### src/rtl/pipeline_hazard_controller_if.sv
// ID-stage hazard inputs and pipeline control outputs
// for the hazard controller.
interface pipeline_hazard_controller_if #(
  parameter int STALL_CNT_W = 16
);

  logic                   id_valid;
  logic                   id_annul;
  logic [4:0]             id_rs1;
  logic [4:0]             id_rs2;
  logic [4:0]             id_rd;
  logic                   id_use_rs1;
  logic                   id_use_rs2;
  logic                   id_use_rd;
  logic                   id_rf_enable;
  logic                   id_load;

  logic                   pc_le;
  logic                   ifid_le;
  logic                   cu_mux_s;
  logic [1:0]             fwd_a;
  logic [1:0]             fwd_b;
  logic [1:0]             fwd_c;
  logic                   stall_active;
  logic [STALL_CNT_W-1:0] stall_count;

  modport master (
    output id_valid,
    output id_annul,
    output id_rs1,
    output id_rs2,
    output id_rd,
    output id_use_rs1,
    output id_use_rs2,
    output id_use_rd,
    output id_rf_enable,
    output id_load,
    input  pc_le,
    input  ifid_le,
    input  cu_mux_s,
    input  fwd_a,
    input  fwd_b,
    input  fwd_c,
    input  stall_active,
    input  stall_count
  );

  modport slave (
    input  id_valid,
    input  id_annul,
    input  id_rs1,
    input  id_rs2,
    input  id_rd,
    input  id_use_rs1,
    input  id_use_rs2,
    input  id_use_rd,
    input  id_rf_enable,
    input  id_load,
    output pc_le,
    output ifid_le,
    output cu_mux_s,
    output fwd_a,
    output fwd_b,
    output fwd_c,
    output stall_active,
    output stall_count
  );

endinterface

### src/rtl/pipeline_hazard_controller.sv
// RAW hazard detection, stall sequencing and operand
// forwarding selects for the 5-stage SPARC pipeline.
module pipeline_hazard_controller #(
  parameter bit FORWARDING  = 1'b1,
  parameter int STALL_CNT_W = 16
) (
  input logic clk,
  input logic clr,
  pipeline_hazard_controller_if.slave bus
);

  typedef struct packed {
    logic       valid;
    logic [4:0] rd;
    logic       rf_en;
    logic       load;
  } shadow_t;

  typedef enum logic {
    RUN   = 1'b0,
    STALL = 1'b1
  } state_t;

  shadow_t ex_q;
  shadow_t mem_q;
  shadow_t wb_q;

  state_t state;
  state_t state_nx;

  logic                   armed;
  logic                   live;
  logic                   annul;
  logic                   stall;
  logic                   active;
  logic [STALL_CNT_W-1:0] count;

  // {wb, mem, ex} match vectors per source field
  logic [2:0] m_a;
  logic [2:0] m_b;
  logic [2:0] m_c;

  logic [1:0] sel_a;
  logic [1:0] sel_b;
  logic [1:0] sel_c;

  // r0 is hardwired zero, so it never creates a dependency
  function automatic logic hit(
    input shadow_t    e,
    input logic [4:0] x,
    input logic       use_x
  );
    return e.valid & e.rf_en & (e.rd == x)
         & (x != 5'd0) & use_x;
  endfunction

  // EX beats MEM beats WB; a load still in EX reads RF
  // because the stall will hold ID until it reaches MEM
  function automatic logic [1:0] pick(
    input logic [2:0] m,
    input logic       ex_load
  );
    logic [2:0] first;
    logic [1:0] r;
    first = m & (~m + 3'd1);
    r     = 2'b00;
    unique case (1'b1)
      first[0]: r = ex_load ? 2'b00 : 2'b01;
      first[1]: r = 2'b10;
      first[2]: r = 2'b11;
      default:  r = 2'b00;
    endcase
    return r;
  endfunction

  // inputs count only from the first edge after reset
  always_ff @(posedge clk or negedge clr) begin
    if (!clr) begin
      armed <= 1'b0;
    end else begin
      armed <= 1'b1;
    end
  end

  assign live  = armed & bus.id_valid & ~bus.id_annul;
  assign annul = armed & bus.id_annul;

  // compare ID sources against every in-flight producer
  always_comb begin
    m_a = 3'b000;
    m_b = 3'b000;
    m_c = 3'b000;
    if (live) begin
      m_a = {hit(wb_q,  bus.id_rs1, bus.id_use_rs1),
             hit(mem_q, bus.id_rs1, bus.id_use_rs1),
             hit(ex_q,  bus.id_rs1, bus.id_use_rs1)};
      m_b = {hit(wb_q,  bus.id_rs2, bus.id_use_rs2),
             hit(mem_q, bus.id_rs2, bus.id_use_rs2),
             hit(ex_q,  bus.id_rs2, bus.id_use_rs2)};
      m_c = {hit(wb_q,  bus.id_rd,  bus.id_use_rd),
             hit(mem_q, bus.id_rd,  bus.id_use_rd),
             hit(ex_q,  bus.id_rd,  bus.id_use_rd)};
    end
  end

  // without forwarding any producer in flight blocks ID
  always_comb begin
    stall = 1'b0;
    if (FORWARDING) begin
      stall = ex_q.load & (m_a[0] | m_b[0] | m_c[0]);
    end else begin
      stall = |{m_a, m_b, m_c};
    end
  end

  // operand mux selects for the ID-stage operand muxes
  always_comb begin
    sel_a = 2'b00;
    sel_b = 2'b00;
    sel_c = 2'b00;
    if (FORWARDING) begin
      sel_a = pick(m_a, ex_q.load);
      sel_b = pick(m_b, ex_q.load);
      sel_c = pick(m_c, ex_q.load);
    end
  end

  // shadow of EX/MEM/WB destinations; stalls insert bubbles
  always_ff @(posedge clk or negedge clr) begin
    if (!clr) begin
      ex_q  <= '0;
      mem_q <= '0;
      wb_q  <= '0;
    end else begin
      wb_q  <= mem_q;
      mem_q <= ex_q;
      if (stall || !live) begin
        ex_q <= '0;
      end else begin
        ex_q.valid <= 1'b1;
        ex_q.rd    <= bus.id_rd;
        ex_q.rf_en <= bus.id_rf_enable;
        ex_q.load  <= bus.id_load;
      end
    end
  end

  // stall FSM state register
  always_ff @(posedge clk or negedge clr) begin
    if (!clr) begin
      state <= RUN;
    end else begin
      state <= state_nx;
    end
  end

  // stall FSM next state
  always_comb begin
    state_nx = state;
    unique case (state)
      RUN:     state_nx = stall ? STALL : RUN;
      STALL:   state_nx = stall ? STALL : RUN;
      default: state_nx = RUN;
    endcase
  end

  // stall FSM output
  always_comb begin
    active = 1'b0;
    unique case (state)
      RUN:     active = 1'b0;
      STALL:   active = 1'b1;
      default: active = 1'b0;
    endcase
  end

  // saturating count of stalled cycles
  always_ff @(posedge clk or negedge clr) begin
    if (!clr) begin
      count <= '0;
    end else if (stall && (count != '1)) begin
      count <= count + 1'b1;
    end
  end

  assign bus.pc_le        = ~stall;
  assign bus.ifid_le      = ~stall;
  assign bus.cu_mux_s     = stall | annul;
  assign bus.fwd_a        = sel_a;
  assign bus.fwd_b        = sel_b;
  assign bus.fwd_c        = sel_c;
  assign bus.stall_active = active;
  assign bus.stall_count  = count;

endmodule

### src/flat_wrapper.sv
// flat-port wrapper written by rule: the top's interface ports become plain ports
module pipeline_hazard_controller_flat 
#(
  parameter bit FORWARDING  = 1'b1,
  parameter int STALL_CNT_W = 16
)
  (clk, clr, bus_id_valid, bus_id_annul, bus_id_rs1, bus_id_rs2, bus_id_rd, bus_id_use_rs1, bus_id_use_rs2, bus_id_use_rd, bus_id_rf_enable, bus_id_load, bus_pc_le, bus_ifid_le, bus_cu_mux_s, bus_fwd_a, bus_fwd_b, bus_fwd_c, bus_stall_active, bus_stall_count);
  pipeline_hazard_controller_if #(.STALL_CNT_W(STALL_CNT_W)) bus_i ();
  input logic clk;
  input logic clr;
  input wire logic [$bits(bus_i.id_valid)-1:0] bus_id_valid;
  input wire logic [$bits(bus_i.id_annul)-1:0] bus_id_annul;
  input wire logic [$bits(bus_i.id_rs1)-1:0] bus_id_rs1;
  input wire logic [$bits(bus_i.id_rs2)-1:0] bus_id_rs2;
  input wire logic [$bits(bus_i.id_rd)-1:0] bus_id_rd;
  input wire logic [$bits(bus_i.id_use_rs1)-1:0] bus_id_use_rs1;
  input wire logic [$bits(bus_i.id_use_rs2)-1:0] bus_id_use_rs2;
  input wire logic [$bits(bus_i.id_use_rd)-1:0] bus_id_use_rd;
  input wire logic [$bits(bus_i.id_rf_enable)-1:0] bus_id_rf_enable;
  input wire logic [$bits(bus_i.id_load)-1:0] bus_id_load;
  output wire logic [$bits(bus_i.pc_le)-1:0] bus_pc_le;
  output wire logic [$bits(bus_i.ifid_le)-1:0] bus_ifid_le;
  output wire logic [$bits(bus_i.cu_mux_s)-1:0] bus_cu_mux_s;
  output wire logic [$bits(bus_i.fwd_a)-1:0] bus_fwd_a;
  output wire logic [$bits(bus_i.fwd_b)-1:0] bus_fwd_b;
  output wire logic [$bits(bus_i.fwd_c)-1:0] bus_fwd_c;
  output wire logic [$bits(bus_i.stall_active)-1:0] bus_stall_active;
  output wire logic [$bits(bus_i.stall_count)-1:0] bus_stall_count;
  assign bus_i.id_valid = bus_id_valid;
  assign bus_i.id_annul = bus_id_annul;
  assign bus_i.id_rs1 = bus_id_rs1;
  assign bus_i.id_rs2 = bus_id_rs2;
  assign bus_i.id_rd = bus_id_rd;
  assign bus_i.id_use_rs1 = bus_id_use_rs1;
  assign bus_i.id_use_rs2 = bus_id_use_rs2;
  assign bus_i.id_use_rd = bus_id_use_rd;
  assign bus_i.id_rf_enable = bus_id_rf_enable;
  assign bus_i.id_load = bus_id_load;
  assign bus_pc_le = bus_i.pc_le;
  assign bus_ifid_le = bus_i.ifid_le;
  assign bus_cu_mux_s = bus_i.cu_mux_s;
  assign bus_fwd_a = bus_i.fwd_a;
  assign bus_fwd_b = bus_i.fwd_b;
  assign bus_fwd_c = bus_i.fwd_c;
  assign bus_stall_active = bus_i.stall_active;
  assign bus_stall_count = bus_i.stall_count;
  pipeline_hazard_controller #(.FORWARDING(FORWARDING), .STALL_CNT_W(STALL_CNT_W)) u_core (.clk(clk), .clr(clr), .bus(bus_i));
endmodule
### config.mk
export PLATFORM = sky130hd
export DESIGN_NAME = pipeline_hazard_controller_flat
export DESIGN_NICKNAME = d
export VERILOG_FILES = /design/src/rtl/pipeline_hazard_controller_if.sv /design/src/rtl/pipeline_hazard_controller.sv /design/src/flat_wrapper.sv
export SDC_FILE = /design/constraint.sdc
export NUM_CORES = 1
export LEC_CHECK = 0
export ABC_CLOCK_PERIOD_IN_PS = 2400
export CORE_ASPECT_RATIO = 0.7
export CORE_MARGIN = 1
export CORE_UTILIZATION = 60
export CTS_CLUSTER_SIZE = 8
export DETAILED_ROUTE_END_ITERATION = 8
export DONT_BUFFER_PORTS = 1
export PLACE_DENSITY = 0.76
export SLEW_MARGIN = 30
export SYNTH_ARGS = -nofsm -noshare
export SYNTH_HDL_FRONTEND = slang
export SYNTH_SLANG_ARGS = --single-unit
### constraint.sdc
create_clock -name clk -period 2.4 [get_ports clk]
set_input_delay 0.24 -clock clk [delete_from_list [all_inputs] [get_ports clk]]
set_output_delay 0.24 -clock clk [all_outputs]
set_load 0.01 [all_outputs]
==> impl_metrics.ini <==
[grt]
globalRouteMet3Util_pct = 10.7
first_global_vias = 1971
global_route.overflow_total = 0
grt_max_degree = 41
grt-busiest-layer = met1
grt_use_met1_pct = 44.4
grt_first_pass_wirelength_mm = 9.92
grt.met2_usage_pct = 40.6
globalRouteTotalUtil_pct = 30.1
grt_antenna_before_repair = 0

[sta]
tightest_slew_ns = 0.609
timing.fmax_ghz = 0.427
fin_tns_setup_ns = 0
holdWs_ns = 0.103
setup-violations-final = 0
finalClockSkew_ns = 0.00518
final_min_period_ns = 2.34
timing_hold_violations_final = 0
fin_crit_sh_pct = 97.6
max_slew_margin_pct = 58.9
final_max_slew_viol_count = 0

[synthesis]
main_flop_type_after_synthesis = sky130_fd_sc_hd__dfrtp_1
synth-edff-count = 0
asyncSetResetFlopFracSynth_pct = 100
netlist-cell-type-count = 40
synth.top_cells.by_count = 40 x sky130_fd_sc_hd__dfrtp_1, 31 x sky130_fd_sc_hd__xor2_1, 26 x sky130_fd_sc_hd__xnor2_1
yosys.area.top_type = sky130_fd_sc_hd__dfrtp_1
synthesis.area_per_instance_um2 = 10.4
yosys_warnings = 0
synth_top_area_share_pct = 41.2
syn_inst = 234
ys_top_cells_by_area = sky130_fd_sc_hd__dfrtp_1 41%, sky130_fd_sc_hd__xor2_1 11%, sky130_fd_sc_hd__xnor2_1 9.4%, sky130_fd_sc_hd__a311oi_2 4.3%, sky130_fd_sc_hd__nand4_1 3.9%
number_of_synthesized_register_bits = 40
synth.most_common_cell = sky130_fd_sc_hd__dfrtp_1
syn-num-nets = 259
synth.yosys.seq_area_share_pct = 41.2
synth_area_um2 = 2430

[floorplanning]
initial_utilization_pct = 65.8
io_pins = 50
chipWidth_um = 78.1
rows = 18
dieHeight_um = 55.3
design.die.area_um2 = 4310
placeableCoreArea_um2 = 3690

[pwr]
power.internal_mw = 0.973
power.static_leakage_nw = 1.16
clkPwrFrac_pct = 37.0
power.sequential.fraction_pct = 54.2
power.density_nw_per_um2 = 468
power.share.combinational_pct = 8.8
switching_share_pct = 24.4
max-vdd-ir-drop_mv = 0.378
design_power_mw = 1.29
net-switching-power_mw = 0.315

[route]
post-route-drc-count = 0
via_per_inst = 6.49
wl_per_cell_um = 20.5
vias = 1947
wl_mm = 6.16
initialDrtViolationCount = 285
drt.antenna.violating_nets = 0
first_pass_iters = 4

[clock_network]
cts_buffer_depth = 2
htree_num_levels = 2
cts.sink_count = 40
cts_tree = done
worstSkewPairLatency_ns = 0.29
clkSlewWorstSetupHoldPaths_ns = 0.08
cts-buffers-inserted = 5
ctsRootBufferMaster = sky130_fd_sc_hd__clkbuf_8

[finish]
drive_above_1_share_pct = 21.2
antennaDiodeCount = 0
area_delta_synth_final_pct = 13.2
layout.filler_cells = 248
finish.net_count = 274

[worst_setup_path]
rr_worst_depth = 6
path_class = reg -> out
cp_startpoint_kind = register
worstPathMaxFanout = 16
worst_setup_path_end_kind = output port
cp_data_required_time_ns = 2.16
worst-endpoint-arrival_ns = 2.10

[placement]
gpl.final_weighted_congestion = 0.913
place_hpwl_mm = 4.47
placement.io_buffers = 0

[hold_path]
min-delay-path-class = in -> reg
timing.hold.worst_path_depth = 1

[status]
status = finished clean

[job]
drv_cap = 0
## metal layers
metal,part of all wire (%),vias to the layer above
met3,11,11
met2,43,109
met1,44,943
met4,1.3,0
li1,-,884
met5,0,-
## through the flow
stage                     area (um^2)  setup slack, ns  utilization (%)  instances
after global routing             2750          -0.0307             74.5        300
after CTS                        2700           0.0240             73.1        300
after global placement           2540            0.257             68.9        288
after floorplan                  2430            0.272                -        234
final                            2750           0.0565             74.5        300
after detailed placement         2540            0.115             68.9        288
## final timing paths
check	startpoint	to	slack, ns
worst max-delay path	u_core.ex_q[2]	bus_fwd_b[0]	0.06
worst min register to register	u_core.mem_q[7]	u_core.wb_q[7]	0.38
max in group asynchronous	clr	u_core.ex_q[3]	1.75
min in group asynchronous	clr	u_core.bus.stall_count[7]	0.43
worst min-delay path	bus_id_load	u_core.ex_q[0]	0.10
worst max register to register	u_core.ex_q[2]	u_core.bus.stall_count[2]	0.17
## cells by family after synthesis
kind of cell               synth area share (%)
AOI/OAI and AO/OA                          13.3
xor gates and xnor gates                   20.5
adders and majority gates                 0.515
buffers and inverters                      3.45
DFF                                        41.2
muxes                                      1.39
other                                     0.154
and+or+nand+nor                            19.5
## cells in the final DEF (no fill, tap or decap), drive strengths merged, types with 4 or more instances in the layout
cell / n
a311oi: 13
buf: 19
clkbuf: 6
dfrtp: 40
inv: 4
nand2: 9
nand3: 10
nand4: 15
nor2: 10
nor3: 8
nor3b: 7
nor4: 4
o211ai: 5
o21a: 5
o21ai: 8
or4: 5
xnor2: 26
xor2: 31
## what timing repair did
item / in CTS / in global routing
hold buffers: 2 / 0
setup endpoints to repair: 4 / 5
gates resized for setup: 3 / 11
endpoints found under the hold margin: 40 / 0
buffers inserted: 2 / 0
## power by group through the flow
stage | logic (mW) | clock network, mW | registers (mW)
5_1_grt | 0.124 | 0.512 | 0.700
3_3_place_gp | 0.0838 | 0 | 0.710
4_1_cts | 0.108 | 0.485 | 0.697
2_1_floorplan | 0.0746 | 0 | 0.707
6_report | 0.113 | 0.476 | 0.699
3_5_place_dp | 0.0867 | 0 | 0.711
## final cells by class
cell class / instances / area (um^2) / area share, %
Clock buffer: 6 / 82.6 / 3.00
Clock inverter: 2 / 15.0 / 0.546
Inverter: 4 / 15.0 / 0.546
Multi-Input combinational cell: 178 / 1400 / 50.8
Sequential cell: 40 / 1000 / 36.5
Tap cell: 50 / 62.6 / 2.27
Timing Repair Buffer: 20 / 173 / 6.28
## critical path, stage by stage (launching register included)
cell                       delay [ns]
sky130_fd_sc_hd__dfrtp_1         0.46
sky130_fd_sc_hd__xnor2_2         0.21
sky130_fd_sc_hd__nand3_1         0.10
sky130_fd_sc_hd__or4_4           0.52
sky130_fd_sc_hd__buf_8           0.18
sky130_fd_sc_hd__o211ai_1        0.09
sky130_fd_sc_hd__o21ai_1         0.09
sky130_fd_sc_hd__buf_4           0.15
## state kept, by name (all words and copies together) (netlist names)
register / flops
u_core.armed: 1
u_core.wb_q: 7
u_core.ex_q: 8
u_core.bus.stall_count: 16
u_core.mem_q: 7
u_core.state: 1
(Power assumes the default switching activity.)
